--- src/rtl/wb_commit_pkg.sv ---
// Shared widths and constants for the write-back commit unit.
package wb_commit_pkg;

  localparam int unsigned RegBus     = 32;
  localparam int unsigned RegAddrBus = 5;
  localparam int unsigned RegNum     = 32;

  localparam logic [RegBus-1:0]     ZeroWord   = 32'h0;
  localparam logic [RegAddrBus-1:0] NOPRegAddr = 5'b0;

  localparam logic WriteEnable  = 1'b1;
  localparam logic WriteDisable = 1'b0;
  localparam logic ReadEnable   = 1'b1;
  localparam logic ReadDisable  = 1'b0;

  // GPR write request as presented by the MEM/WB stage.
  typedef struct packed {
    logic                  we;
    logic [RegAddrBus-1:0] addr;
    logic [RegBus-1:0]     data;
  } gpr_wr_t;

  // HI/LO write request; both halves always update together.
  typedef struct packed {
    logic              we;
    logic [RegBus-1:0] hi;
    logic [RegBus-1:0] lo;
  } hilo_wr_t;

  // A GPR write only lands when enabled and not aimed at $0.
  function automatic logic gpr_write_lands(input gpr_wr_t wr);
    return (wr.we == WriteEnable) && (wr.addr != NOPRegAddr);
  endfunction

endpackage

--- src/rtl/wb_regfile.sv ---
// 32-entry general register file: one write port, two write-through read ports.
module wb_regfile
  import wb_commit_pkg::*;
#(
  parameter int unsigned DATA_W = RegBus,
  parameter int unsigned ADDR_W = RegAddrBus
) (
  input  logic              clk,
  input  logic              rst,
  input  logic              we,
  input  logic [ADDR_W-1:0] waddr,
  input  logic [DATA_W-1:0] wdata,
  input  logic              re1,
  input  logic [ADDR_W-1:0] raddr1,
  output logic [DATA_W-1:0] rdata1,
  input  logic              re2,
  input  logic [ADDR_W-1:0] raddr2,
  output logic [DATA_W-1:0] rdata2
);

  localparam int unsigned DEPTH = 1 << ADDR_W;

  logic [DATA_W-1:0] regs [DEPTH];
  logic              wr_lands;
  logic              wr_active;

  assign wr_active = (we == WriteEnable);
  assign wr_lands  = wr_active && (waddr != ADDR_W'(NOPRegAddr));

  // $0 is never written, so its storage stays at the reset value.
  always_ff @(posedge clk or negedge rst) begin
    if (!rst) begin
      for (int i = 0; i < int'(DEPTH); i++) begin
        regs[i] <= DATA_W'(ZeroWord);
      end
    end else if (wr_lands) begin
      regs[waddr] <= wdata;
    end
  end

  // Read port 1: reset, disabled and $0 all read zero; same-cycle writes bypass.
  always_comb begin
    rdata1 = DATA_W'(ZeroWord);
    if (!rst || (re1 == ReadDisable) || (raddr1 == ADDR_W'(NOPRegAddr))) begin
      rdata1 = DATA_W'(ZeroWord);
    end else if (wr_active && (raddr1 == waddr)) begin
      rdata1 = wdata;
    end else begin
      rdata1 = regs[raddr1];
    end
  end

  // Read port 2: identical rules, fully independent of port 1.
  always_comb begin
    rdata2 = DATA_W'(ZeroWord);
    if (!rst || (re2 == ReadDisable) || (raddr2 == ADDR_W'(NOPRegAddr))) begin
      rdata2 = DATA_W'(ZeroWord);
    end else if (wr_active && (raddr2 == waddr)) begin
      rdata2 = wdata;
    end else begin
      rdata2 = regs[raddr2];
    end
  end

endmodule

--- src/rtl/wb_commit.sv ---
// Write-back commit unit: owns GPRs, HI/LO and LLbit, with bypassed reads.
module wb_commit
  import wb_commit_pkg::*;
#(
  parameter int unsigned DATA_W = RegBus,
  parameter int unsigned ADDR_W = RegAddrBus
) (
  input  logic              clk,
  input  logic              rst,
  input  logic              flush,
  input  logic [ADDR_W-1:0] wb_wd,
  input  logic              wb_wreg,
  input  logic [DATA_W-1:0] wb_wdata,
  input  logic [DATA_W-1:0] wb_hi,
  input  logic [DATA_W-1:0] wb_lo,
  input  logic              wb_whilo,
  input  logic              wb_LLbit_we,
  input  logic              wb_LLbit_value,
  input  logic              re1,
  input  logic              re2,
  input  logic [ADDR_W-1:0] raddr1,
  input  logic [ADDR_W-1:0] raddr2,
  output logic [DATA_W-1:0] rdata1,
  output logic [DATA_W-1:0] rdata2,
  output logic [DATA_W-1:0] hi_o,
  output logic [DATA_W-1:0] lo_o,
  output logic              LLbit_o
);

  logic [DATA_W-1:0] hi;
  logic [DATA_W-1:0] lo;
  logic              llbit;
  logic              hilo_we;
  logic              ll_we;

  assign hilo_we = (wb_whilo == WriteEnable);
  assign ll_we   = (wb_LLbit_we == WriteEnable);

  wb_regfile #(
    .DATA_W (DATA_W),
    .ADDR_W (ADDR_W)
  ) u_regfile (
    .clk    (clk),
    .rst    (rst),
    .we     (wb_wreg),
    .waddr  (wb_wd),
    .wdata  (wb_wdata),
    .re1    (re1),
    .raddr1 (raddr1),
    .rdata1 (rdata1),
    .re2    (re2),
    .raddr2 (raddr2),
    .rdata2 (rdata2)
  );

  // HI/LO always written as a pair.
  always_ff @(posedge clk or negedge rst) begin
    if (!rst) begin
      hi <= DATA_W'(ZeroWord);
      lo <= DATA_W'(ZeroWord);
    end else if (hilo_we) begin
      hi <= wb_hi;
      lo <= wb_lo;
    end
  end

  // Flush kills any pending LL/SC reservation, overriding a same-cycle set.
  always_ff @(posedge clk or negedge rst) begin
    if (!rst) begin
      llbit <= 1'b0;
    end else if (flush) begin
      llbit <= 1'b0;
    end else if (ll_we) begin
      llbit <= wb_LLbit_value;
    end
  end

  // Readers see this cycle's commit before it reaches storage.
  always_comb begin
    hi_o    = DATA_W'(ZeroWord);
    lo_o    = DATA_W'(ZeroWord);
    LLbit_o = 1'b0;
    if (rst) begin
      hi_o = hilo_we ? wb_hi : hi;
      lo_o = hilo_we ? wb_lo : lo;
      if (flush) begin
        LLbit_o = 1'b0;
      end else if (ll_we) begin
        LLbit_o = wb_LLbit_value;
      end else begin
        LLbit_o = llbit;
      end
    end
  end

endmodule

--- config.mk ---
export PLATFORM = sky130hd
export DESIGN_NAME = wb_commit
export DESIGN_NICKNAME = d
export VERILOG_FILES = /design/src/rtl/wb_commit_pkg.sv /design/src/rtl/wb_regfile.sv /design/src/rtl/wb_commit.sv
export SDC_FILE = /design/constraint.sdc
export NUM_CORES = 2
export LEC_CHECK = 0
export BUFFER_PORTS_ARGS = -buffer_cell sky130_fd_sc_hd__buf_2
export CAP_MARGIN = 20
export CORE_ASPECT_RATIO = 0.75
export CORE_UTILIZATION = 55
export CTS_BUF_LIST = sky130_fd_sc_hd__clkbuf_16
export DETAILED_ROUTE_END_ITERATION = 16
export PLACE_DENSITY = 0.72
export SYNTH_ARGS = -nofsm -noshare
export SYNTH_HDL_FRONTEND = slang
export SYNTH_SLANG_ARGS = --single-unit
--- constraint.sdc ---
create_clock -name clk -period 3.15 [get_ports clk]
set_input_delay 0.4725 -clock clk [delete_from_list [all_inputs] [get_ports clk]]
set_output_delay 0.4725 -clock clk [all_outputs]
set_load 0.05 [all_outputs]
Word level (Yosys, flattened, before mapping)
Cells that the tools add are included.
Widths: inputs -> output; s select.

cells by class
  magnitude comparators = 4
  reductions and logical operators = 12
  muxes and demuxes = 20
  bitwise logic cells = 5
  eq/ne operators = 2

operators by type and width
  cell                count
  $bwmux 1024         1
  $mux 32             13
  $bmux 32 s5         2
  $demux 32 s5        1
  $ge 6x6->1 const B  3
  $not 5->6           3
  $eq 5x5->1          2
  $logic_not 5->1     2
  $lt 6x1->1 const B  1
  $reduce_bool 5->1   1
  $logic_and 1x1->1   4
  $logic_or 1x1->1    4
  $mux 1              3
  $not 1->1           2
  $logic_not 1->1     1

storage, ports and cells
  output and inout port bits = 129
  input bits = 120
  logic and storage cells = 78
  register bits after elaboration = 1,089

Depth between registers and ports, before layout
  depth after elaboration = 6
  gate-level depth with buffers = 11
  depth with buffers taken out = 5

Hierarchy
From an unflattened synthesis, not the netlist that was laid out.

unflattened totals
  cell total of the unflattened synthesis = 4,097
  area, all modules = 58,287.2 sq um

by module, submodules not included
  module      instances  cells an instance  area each (sq um)
  wb_regfile  1          3,887              55,127.9
  wb_commit   1          210                3,159.3

Least setup slack after synthesis
No wires, ideal clock.

  kind = input-to-output
  start = input port raddr1[1]
  end = output port rdata1[16]
  slack = -1,400 ps
  required time = 2,677 ps
  stages on the path = 7
  buffers on the path = 3
  arrival = 4,078 ps
  cell sequence = buf_2 -> buf_2 -> clkbuf_1 -> mux4_2 -> mux4_2 -> nor3_1 -> a2111oi_0

on the way
  longest elaborated chain between the ends = 6

RTL lines
  what                                        RTL line          source
  from (decl)                                 wb_commit.sv:21   input logic [ADDR_W-1:0] raddr1,
  $not 5->6 (not written as such)             wb_regfile.sv:49  rdata1 = regs[raddr1];
  $bmux 32 s5                                 wb_regfile.sv:49
  $mux 32 (not written as such) (2 in a row)  wb_regfile.sv:49
  $mux 32                                     wb_regfile.sv:46  end else if (wr_active && (raddr1 == waddr)) begin
  $mux 32 *                                   wb_regfile.sv:44  if (!rst || (re1 == ReadDisable) || (raddr1 == ADDR_W'(NOPRegAddr))) begin
  to (decl)                                   wb_commit.sv:23   output logic [DATA_W-1:0] rdata1,

Every way passes the cells marked *; elsewhere a longest branch is shown, timed or not. The select of a mux whose other input is x is not followed.

Worst setup path in the final report
  start = register u_regfile.regs[621] in the netlist's numbering
  end = output port rdata1[13]

on the way
  longest elaborated chain between the ends = 5

RTL lines
  what                                        RTL line          source
  from (decl)                                 wb_regfile.sv:23  logic [DATA_W-1:0] regs [DEPTH];
  from (signal, indexed assignment)           wb_regfile.sv:34  regs[i] <= DATA_W'(ZeroWord);
  from (signal, indexed assignment)           wb_regfile.sv:37  regs[waddr] <= wdata;
  $bmux 32 s5                                 wb_regfile.sv:49
  $mux 32 (not written as such) (2 in a row)  wb_regfile.sv:49
  $mux 32                                     wb_regfile.sv:46
  $mux 32                                     wb_regfile.sv:44

Every way passes these cells. The select of a mux whose other input is x is not followed.

==> flow_metrics.tcl <==
set metrics [dict create \
    total_power_mw 40.81 \
    violations "negative hold slack, negative setup slack" \
    numCtsBuffers 109 \
    area_delta_synth_final_pct 18.81 \
    synth_area_leaders "dfrtp_1 47%, mux2_2 19%, mux4_2 19%" \
    cts_htree_levels 3 \
    holdWs_ps -28.43 \
    critPathMaxFanout 3 \
    syn-num-nets 4006 \
    leakagePower_nw 30.39 \
    post_drt_wl_per_cell_um 32.34 \
    hold_viol 8 \
    viasPerCell 6.846 \
    synth_largest_area_cell "dfrtp_1" \
    power.density_mw_per_mm2 595.3 \
    ys_warn_count 0 \
    cap_violations 0 \
    die_h_um 282.5 \
    cpMostUsedCell "mux4_2" \
    vias 39295 \
    ir_worst_vdd_v 0.0005304 \
    tightest_slew_ps 1018 \
    worstPathArrival_ps 2830 \
    end_kind "output pin" \
    grt_pass1_vias 39636 \
    synth_edf_count 0 \
    num-fill-cells 7278 \
    fmax_mhz 303.1 \
    grt_max_degree 166 \
    synth_top_area_share_pct 47.23 \
    drt_iter0_drc 4667 \
    drc 0 \
    drt-total-wl_mm 185.6 \
    clockBufferDepth 3 \
    insertion_delay_ps 710 \
    syn_area_mm2 0.05770 \
    timing.final.crit_share_pct 104.7 \
    start_util_pct 55.68 \
    period_needed_ps 3299 \
    overflow 0 \
    row_count 102 \
    status "complete, but fails checks" \
    rsz0062_at_grt "true" \
    setup_viol_count_final 35 \
    drive_gt1_share_pct 55.35 \
    die_w_um 376.0 \
    core_area_mm2 0.1036 \
    ys_seq_area_share_pct 47.23 \
    clock_skew_ps 0 \
    nets 4368 \
    setup_ws_ps -148.8 \
    dpl.hpwl_mm 113.6 \
    seq_area_mm2 0.02725 \
    port_buffers 248 \
    gr-usage-all-layers_pct 35.29 \
    ys_types 51 \
    crit_chain "mux4_2 > mux4_2 > nor2b_4 > a211o_1 > buf_6" \
    async_flop_share_pct 100.0 \
    slew_violations 0 \
    gp_routability_congestion 0.8957 \
    syn_inst 3886 \
    cts_tree "yes" \
    max_slew_margin_pct 32.11 \
    multi_input_area_mm2 0.02931 \
    cts-root-buf "clkbuf_16" \
    grt_pass1_wl_mm 272.4 \
    ant_nets 0 \
    io_pins 249 \
    syn_avg_cell_area_um2 14.85 \
    dieArea_mm2 0.1062 \
    hold_class "input port to asynchronous set/reset pin" \
    yosys_most_used_dff "dfrtp_1" \
    clkSinkCount 1089 \
    slowest_stage "mux4_2" \
    grt_antenna_before_repair 9 \
    synth-seq-cells 1089 \
    worstPathRequired_ps 2680 \
    clkTransAtPathRegs_ps 60 \
    drt-pass1-iter-count 6 \
    startpoint_type "flop" \
    critical_path_class "flop to output pin" \
    cp_slowest_stage_delay_ps 540 \
]
-- final timing paths --
check	start	end	cells past startpoint	slack (ps)
hold reg to reg	u_regfile.regs[1011]	u_regfile.regs[1011]	0	400
setup / recovery	u_regfile.regs[621]	rdata1[13]	5	-150
max in group asynchronous	rst	u_regfile.regs[302]	4	1440
min in group clk	wb_lo[28]	lo[28]	2	20
setup reg to reg	u_regfile.regs[19]	u_regfile.regs[19]	3	2140
hold / removal	rst	u_regfile.regs[888]	3	-30
-- worst max-delay path: cells and delay by family (launching register included) --
kind                   cells  cell delay (ps)
AND/OR/NAND/NOR            1              160
flip-flops                 1              420
buffers and inverters      1              190
multiplexers               2             1040
AO/OA/AOI/OAI              1              310
-- where the power goes --
group	internal [mW]	switching (mW)
clock	7.35	5.73
sequential	16.6	1.91
combinational	5.38	3.86
-- routing by layer --
layer  up-vias  wire length (um)  GRT usage (%)
met4         8              6950          12.50
met5         -               135         0.6739
li1      15593                 -              -
met3       428             22510          11.04
met1     20911             74450          50.57
met2      2355             81600          50.94
-- state kept, by name, indices dropped and copies added (netlist names) --
| register | cells |
|---|---|
| u_regfile.regs | 1024 |
| hi | 32 |
| lo | 32 |
| llbit | 1 |
-- synth_stat cells, types with 3 or more instances --
master / count
o211ai_1: 3
nor3b_1: 6
buf_1: 39
mux2_1: 43
a22oi_1: 91
a21o_1: 32
o22ai_1: 22
a2111oi_0: 23
mux2_2: 999
nor2b_1: 45
nor2_1: 32
buf_2: 99
nand2_1: 98
inv_1: 16
nor3_1: 5
clkbuf_1: 267
clkinv_1: 8
o2111ai_1: 30
buf_6: 15
mux4_2: 482
and2_1: 67
a211oi_1: 11
buf_4: 15
nand3_1: 4
nor4_1: 11
a211o_1: 30
mux2i_1: 188
xnor2_1: 10
o21ai_0: 15
dfrtp_1: 1089
a21oi_1: 62
nand3b_1: 5
-- logic make-up (layout without fill, tap and decap cells) --
logic type,count (synthesis),in the layout,share of synthesized area [%]
mux,1712,1712,42.41
flops,1089,1089,47.23
buf+inv,462,907,3.580
compound gates,325,325,4.031
simple gates,288,288,2.592
xor+xnor,10,10,0.1518
other cells,0,5,0
-- layout by cell type (no fill, tap or decap), types with 6 or more instances in the layout --
cell and instances:
dfrtp_1 1089, mux2_1 43, clkinv_2 21, o2111ai_1 27
a2111oi_4 17, buf_8 7, clkbuf_16 115, nor3b_1 6
buf_16 8, inv_2 10, buf_12 102, mux4_2 482
buf_2 174, xnor2_1 6, nor2_4 25, mux2_2 999
a211o_1 26, inv_1 22, nor2b_1 32, o21ai_0 15
buf_4 278, nor4_2 10, nand2_2 15, clkinvlp_4 6
bufinv_16 11, o22ai_1 22, mux2i_1 188, clkinv_1 26
buf_6 52, and2_1 65, a22oi_1 89, dlygate4sd3_1 65
a211oi_1 9, nand2_1 83, a21oi_1 60, nor2b_4 12
a21o_1 28
-- final cells by class --
class	instances	area share, %
multi-input cells	2335	42.75
repair buffers	689	9.655
flip-flops and latches	1089	39.75
well taps	1404	2.563
diodes	5	0.01825
clock inverters	81	0.9710
clock buffers	113	4.125
inverters	24	0.1606
-- timing repair --
| item | in CTS | in global routing |
|---|---|---|
| gates cloned | 1 | 2 |
| hold buffers | 65 | 0 |
| setup buffers | 46 | 23 |
| pin swaps | 45 | 22 |
| gates resized for setup | 193 | 70 |
| endpoints found under the setup margin | 63 | 63 |
| endpoints found under the hold margin | 68 | 0 |
-- stage by stage --
stage / setup slack [ps] / utilization (%) / TNS (ps) / area, um^2 / std cells
after floorplan: -61.08 / - / -61.08 / 57710 / 3886
after global placement: -767.2 / 60.61 / -8488 / 62810 / 5424
after detailed placement: -667.4 / 60.62 / -10830 / 62820 / 5425
after CTS: -136.4 / 65.62 / -1881 / 68000 / 5715
after global routing: -167.6 / 66.14 / -3425 / 68540 / 5736
final: -148.8 / 66.15 / -1375 / 68550 / 5740
Note: power is estimated with default switching activity, not from simulation.
